## config.mk

```make
export PLATFORM = sky130hd
export DESIGN_NAME = serial_subtractor_flat
export DESIGN_NICKNAME = d
export VERILOG_FILES = /design/src/rtl/serial_subtractor_if.sv /design/src/rtl/serial_subtractor.sv /design/src/flat_wrapper.sv
export SDC_FILE = /design/constraint.sdc
export NUM_CORES = 1
export LEC_CHECK = 0
export CAP_MARGIN = 20
export CORE_ASPECT_RATIO = 1.1
export CORE_UTILIZATION = 50
export CTS_CLUSTER_SIZE = 8
export DETAILED_ROUTE_END_ITERATION = 10
export GPL_ROUTABILITY_DRIVEN = 0
export GPL_TIMING_DRIVEN = 0
export PLACE_DENSITY = 0.84
export SYNTH_ARGS = -nofsm -noshare
export SYNTH_HDL_FRONTEND = slang
export SYNTH_SLANG_ARGS = --single-unit
```

## constraint.sdc

```tcl
create_clock -name clk -period 1.69 [get_ports clk]
set_input_delay 0.169 -clock clk [delete_from_list [all_inputs] [get_ports clk]]
set_output_delay 0.169 -clock clk [all_outputs]
set_load 0.005 [all_outputs]
```

## src/rtl/serial_subtractor_if.sv

```systemverilog
// ---------------------------------------------------------------------------
// serial_subtractor_if
//
// Request/result bundle for the bit-serial subtractor.
//
// Signals:
//   start  - request pulse; operands are sampled on the accepting edge
//   a      - minuend (WIDTH bits)
//   b      - subtrahend (WIDTH bits)
//   busy   - high while a subtraction is in progress
//   done   - one-cycle completion pulse
//   diff   - A - B modulo 2^WIDTH, held until the next completion
//   borrow - final borrow (1 when A < B), held with diff
//
// Modports:
//   master - the requester (drives start/a/b, observes results)
//   slave  - the subtractor itself
// ---------------------------------------------------------------------------
interface serial_subtractor_if #(
    parameter int WIDTH = 4
);
    logic             start;
    logic [WIDTH-1:0] a;
    logic [WIDTH-1:0] b;
    logic             busy;
    logic             done;
    logic [WIDTH-1:0] diff;
    logic             borrow;

    modport master (
        output start, a, b,
        input  busy, done, diff, borrow
    );

    modport slave (
        input  start, a, b,
        output busy, done, diff, borrow
    );
endinterface

```

## src/rtl/serial_subtractor.sv

```systemverilog
// ---------------------------------------------------------------------------
// serial_subtractor
//
// Bit-serial subtractor: computes A - B for two WIDTH-bit unsigned operands,
// LSB first, one bit per clock, using a single full-subtractor cell and a
// registered borrow. Subtract direction of the half-adder arithmetic path.
//
// Ports:
//   clk    - system clock, rising edge
//   rst_n  - asynchronous, active-low reset
//   bus    - serial_subtractor_if.slave (start, a, b, busy, done, diff, borrow)
//
// Timing: start accepted at edge N -> done high in the cycle after edge
// N+WIDTH. A start seen during the done cycle restarts immediately.
//
// Optional feature (compile-time macro SERIAL_SUBTRACTOR_SAT_EN):
//   defined     - a result with final borrow = 1 is clamped to 0
//                 (saturating unsigned subtract); borrow still reads 1.
//   not defined - diff is the wrapped modulo-2^WIDTH result.
// ---------------------------------------------------------------------------
module serial_subtractor #(
    parameter int WIDTH = 4
) (
    input  logic               clk,
    input  logic               rst_n,
    serial_subtractor_if.slave bus
);

    localparam int                CNT_W    = $clog2(WIDTH) + 1;
    localparam logic [CNT_W-1:0]  LAST_CNT = CNT_W'(WIDTH - 1);

    typedef enum logic [1:0] {
        IDLE = 2'd0,
        RUN  = 2'd1,
        DONE = 2'd2
    } state_t;

    state_t            state;
    state_t            state_next;

    logic [WIDTH-1:0]  a_sh;
    logic [WIDTH-1:0]  b_sh;
    logic [WIDTH-2:0]  r_sh;
    logic              br;
    logic [CNT_W-1:0]  cnt;
    logic [WIDTH-1:0]  diff_q;
    logic              borrow_q;

    logic              d;
    logic              br_next;
    logic [WIDTH-1:0]  result;
    logic              last_bit;
    logic              accept;
    logic              busy_c;
    logic              done_c;

    // Full-subtractor cell on the current LSBs plus the registered borrow.
    // The result register only keeps the WIDTH-1 bits already produced;
    // prepending the bit computed this cycle forms the complete word, so
    // on the last bit 'result' is exactly the value to publish.
    always_comb begin
        d        = a_sh[0] ^ b_sh[0] ^ br;
        br_next  = (~a_sh[0] & b_sh[0]) | (~(a_sh[0] ^ b_sh[0]) & br);
        result   = {d, r_sh};
        last_bit = (cnt == LAST_CNT);
    end

    // State register.
    always_ff @(posedge clk or negedge rst_n) begin
        if (!rst_n) begin
            state <= IDLE;
        end else begin
            state <= state_next;
        end
    end

    // Next-state and status decode. busy/done depend only on the state
    // register so there is no combinational path from inputs to outputs.
    // A start in the done cycle is accepted so back-to-back requests have
    // no idle bubble; a start during RUN is simply not looked at.
    always_comb begin
        state_next = state;
        accept     = 1'b0;
        busy_c     = 1'b0;
        done_c     = 1'b0;
        case (state)
            IDLE: begin
                if (bus.start) begin
                    accept     = 1'b1;
                    state_next = RUN;
                end
            end
            RUN: begin
                busy_c = 1'b1;
                if (last_bit) begin
                    state_next = DONE;
                end
            end
            DONE: begin
                done_c = 1'b1;
                if (bus.start) begin
                    accept     = 1'b1;
                    state_next = RUN;
                end else begin
                    state_next = IDLE;
                end
            end
            default: begin
                state_next = IDLE;
            end
        endcase
    end

    // Datapath: load operands on acceptance, shift one bit per RUN cycle,
    // and publish diff/borrow only on the edge that enters DONE so the
    // outputs stay stable while the next operation is in flight.
    always_ff @(posedge clk or negedge rst_n) begin
        if (!rst_n) begin
            a_sh     <= '0;
            b_sh     <= '0;
            r_sh     <= '0;
            br       <= 1'b0;
            cnt      <= '0;
            diff_q   <= '0;
            borrow_q <= 1'b0;
        end else if (accept) begin
            a_sh <= bus.a;
            b_sh <= bus.b;
            br   <= 1'b0;
            cnt  <= '0;
        end else if (state == RUN) begin
            a_sh <= {1'b0, a_sh[WIDTH-1:1]};
            b_sh <= {1'b0, b_sh[WIDTH-1:1]};
            r_sh <= result[WIDTH-1:1];
            br   <= br_next;
            cnt  <= cnt + 1'b1;
            if (last_bit) begin
`ifdef SERIAL_SUBTRACTOR_SAT_EN
                diff_q <= br_next ? '0 : result;
`else
                diff_q <= result;
`endif
                borrow_q <= br_next;
            end
        end
    end

    assign bus.busy   = busy_c;
    assign bus.done   = done_c;
    assign bus.diff   = diff_q;
    assign bus.borrow = borrow_q;

endmodule

```

## src/flat_wrapper.sv

```systemverilog
// flat-port wrapper written by rule: the top's interface ports become plain ports
module serial_subtractor_flat 
#(
    parameter int WIDTH = 4
)
  (clk, rst_n, bus_start, bus_a, bus_b, bus_busy, bus_done, bus_diff, bus_borrow);
  serial_subtractor_if #(.WIDTH(WIDTH)) bus_i ();
  input  logic clk;
  input  logic rst_n;
  input wire logic [$bits(bus_i.start)-1:0] bus_start;
  input wire logic [$bits(bus_i.a)-1:0] bus_a;
  input wire logic [$bits(bus_i.b)-1:0] bus_b;
  output wire logic [$bits(bus_i.busy)-1:0] bus_busy;
  output wire logic [$bits(bus_i.done)-1:0] bus_done;
  output wire logic [$bits(bus_i.diff)-1:0] bus_diff;
  output wire logic [$bits(bus_i.borrow)-1:0] bus_borrow;
  assign bus_i.start = bus_start;
  assign bus_i.a = bus_a;
  assign bus_i.b = bus_b;
  assign bus_busy = bus_i.busy;
  assign bus_done = bus_i.done;
  assign bus_diff = bus_i.diff;
  assign bus_borrow = bus_i.borrow;
  serial_subtractor #(.WIDTH(WIDTH)) u_core (.clk(clk), .rst_n(rst_n), .bus(bus_i));
endmodule
```

==> results by group <==
Critical path
  • WP data arrival: about 1.3 ns
  • Worst Path Max Fanout: 9
  • Launching point of the worst reg2reg path: u_core.cnt[0]
  • Worst R2R End: u_core.bus.diff[2]
  • WS Path Type: reg -> out
  • Req. time, crit path: approximately 1.5 ns
  • CP max stage cell: dfrtp_1
  • Critical Path Max Stage Delay: around 0.40 ns
  • CP bufs+invs: 3
  • Critical path cell sequence: buf_6 > nand2b_4 > inv_6 > dlygate4sd2_1
  • CP delay by family, top: buffers and inverters
  • Cell depth of the worst setup path: 4
  • Crit path launch type: flop
  • FF-to-FF path depth: 4
  • Crit. Startpoint: u_core.state[1]
  • R2R Setup Slk: around 0.25 ns
  • Setup crit end: bus_busy
  • Worst setup EP type: primary output

Floorplanning
  • Horiz. Die Dim: roughly 45 um
  • Core area: 0.00186 mm^2
  • Full die area: between 0.002 and 0.0025 mm^2
  • I/O pin count: 18
  • Std-Cell Rows: 16
  • Die height: between 40 and 50 um
  • Starting density of the core: 0.552

Clock network
  • TritonCTS clock tree: built
  • Clk slew on worst S/H paths: about 0.11 ns
  • H-tree depth: 1
  • Hold_buf cts: 0
  • Sink Count: 22
  • Clk_lat worst skew: between 0.3 and 0.4 ns
  • Maximum buffer depth of the clock tree: 2
  • Clock root cell: clkbuf_4
  • Cts bufs inserted: 3

Cells and area
  • Post-route insts no fill: roughly 140
  • Reg area: 552 um^2
  • Filler cell count: around 140
  • Area of the multi-input gates: approximately 420 um^2
  • Net count, final: 127
  • # diodes: 0
  • Layout area overhead: 25.3%
  • Layout cell share with drive strength beyond 1: 0.207

Drt
  • Initial drt markers: 9
  • Average wire per cell in the routed design: 13.0 um
  • Vias after detailed routing: 715
  • First-pass DRT Iterations: 5
  • DR DRC count: 0
  • DR vias/cell: roughly 5.2
  • Post-route ant nets: 0
  • Final WL: approximately 1800 um

Job
  • Max Cap Viol: 0

STA
  • Fmax: approximately 660 MHz
  • Fin crit period: around 1.5 ns
  • Relative slew slack: 0.681
  • Final hold viol count: 0
  • Setup ws final: 0.180 ns
  • Tcrit/Tclk final: 0.894
  • Setup TNS: 0 ns
  • Setup violators final: 0
  • Clock skew: between 0.005 and 0.006 ns
  • Max Slew Vio Count: 0
  • Slew @ Worst Pin: around 0.48 ns
  • RSZ-0062 raised after global routing: false

Place
  • Hpwl dp: ~1300 um
  • I/O Buffers: 17
  • Setup Slack @ Placement: 0.206 ns
  • DP Cell Count: between 100 and 150

GRT
  • Vias in the first global route: around 720
  • Antenna violations before repair: 0
  • Tot GR Track Use: 0.207
  • Grt peak-use layer: met2
  • Met3 usage: 0.0440
  • First-pass GRT wire length: about 3300 um
  • Largest net degree at the start of global routing: 23
  • GRT met1 Usage: 0.277
  • Routing usage on met2: 0.319
  • Grt ovf: 0

Power
  • Leakage: between 0.0006 and 0.0007 uW
  • Pwr/cell area: around 1800 mW/mm^2
  • Cell Int Power: roughly 1500 uW
  • Sequential power share: 0.398
  • Max VDD drop: 0.901 mV
  • Clock Power Share: 0.101
  • NetSw: between 800 and 900 uW
  • Combinational power share: 0.500
  • Switch share: 0.354

Synth
  • Synth top area share: 0.535
  • Cell count after synthesis: approximately 90
  • Post-synth EDFFs: 0
  • Avg Cell Area, Syn: 11.7 um^2
  • Dominant cell type by area after synthesis: dfrtp_1
  • Synth top area cells: dfrtp_1 54%, mux2_2 4.4%, nand2_1 4.0%
  • Sequential fraction of the synthesis area: 0.535
  • Syn nets: between 100 and 150
  • Most common cell in the synthesized netlist: dfrtp_1
  • Distinct cells, synth: 26
  • Synth Warn #: 0
  • Synthesized flop and latch total: 22
  • Post-Syn Area: a little over 0.001 mm^2
  • Synth cell count leaders: 22 x dfrtp_1, 11 x nand2_1, 5 x nor2_1
  • Most used DFF post-synth: dfrtp_1
  • Async set-reset flop share out of synthesis: 1.00

Hold path
  • Hold crit path type: in -> async

Status
  • Outcome: completed
## state kept, by name, indices dropped and copies added (netlist names)
register / flops
u_core.bus.diff: 4
u_core.cnt: 3
u_core.state: 2
u_core.br: 1
u_core.a_sh: 4
u_core.b_sh: 4
u_core.bus.borrow: 1
u_core.r_sh: 3
## repair_timing
item / CTS / global route
buffers inserted: 2 / 0
setup endpoints to repair: 2 / 0
gates resized for setup: 5 / 0
## metrics by stage
step	cell area [um^2]	hold slack, ns	utilization	power [uW]
2_1_floorplan	1030	-0.127	-	1680
3_3_place_gp	1230	0.456	0.662	1980
3_5_place_dp	1230	0.468	0.662	2050
4_1_cts	1270	0.419	0.684	2330
5_1_grt	1290	0.199	0.692	2520
6_report	1290	0.168	0.692	2310
## cell usage in the layout (no fill, tap or decap), types with 2 or more instances in the layout
cell type,count
a211oi_1,2
a21oi_1,2
a22o_1,4
buf_4,3
buf_6,3
clkbuf_4,3
clkdlybuf4s50_1,15
dfrtp_1,21
dlygate4sd2_1,2
ha_1,2
inv_1,4
mux2_2,4
mux2i_1,3
nand2_1,11
nand2b_4,2
nor2_1,5
nor2b_1,2
nor3_1,4
o21ai_0,4
o22ai_1,4
## power by group through the flow
| stage | sequential (uW) | clock, uW | combinational (uW) |
|---|---|---|---|
| 2_1_floorplan | 916 | 0 | 769 |
| 3_3_place_gp | 935 | 0 | 1050 |
| 3_5_place_dp | 949 | 0 | 1100 |
| 4_1_cts | 919 | 244 | 1170 |
| 5_1_grt | 948 | 261 | 1310 |
| 6_report | 919 | 234 | 1150 |
## cell type report
type                       count  share of cell area
sequential                    22               0.428
multi-input combinational     57               0.324
timing repair buffer          20               0.153
buffer                         4              0.0320
tap                           27              0.0262
inverter                       5              0.0184
clock buffer                   3              0.0175
## worst min path at each step
| stage | end | depth (start not counted) | startpoint | slack [ns] |
|---|---|---|---|---|
| floorplan | u_core.a_sh[0] | 0 | rst_n | -0.13 |
| global placement | u_core.r_sh[0] | 2 | u_core.r_sh[0] | 0.46 |
| detailed placement | u_core.r_sh[0] | 2 | u_core.r_sh[0] | 0.47 |
| CTS | u_core.state[1] | 1 | rst_n | 0.42 |
| global route | u_core.a_sh[1] | 1 | rst_n | 0.20 |
| finish | u_core.a_sh[1] | 1 | rst_n | 0.17 |
## worst reg2reg max path, cell delays in order (launching register included)
cell,delay (ns)
dfrtp_1,0.42
ha_1,0.21
ha_1,0.22
nand3b_4,0.14
mux2_2,0.35
## metal layers
metal | wire, um | vias to the layer above
met5 | 0 | -
met4 | 33 | 0
met3 | 52 | 3
met2 | 894 | 16
met1 | 819 | 344
li1 | - | 352
## kinds of logic after synthesis
logic type                 after synthesis  synth area share
DFF                                     22             0.535
AOI/OAI and AO/OA                       17             0.112
adders and majority gates                3            0.0438
muxes                                    8            0.0876
buffers and inverters                    9            0.0584
and+or+nand+nor                         29             0.163
No activity file was read; power rests on OpenSTA's default activity.
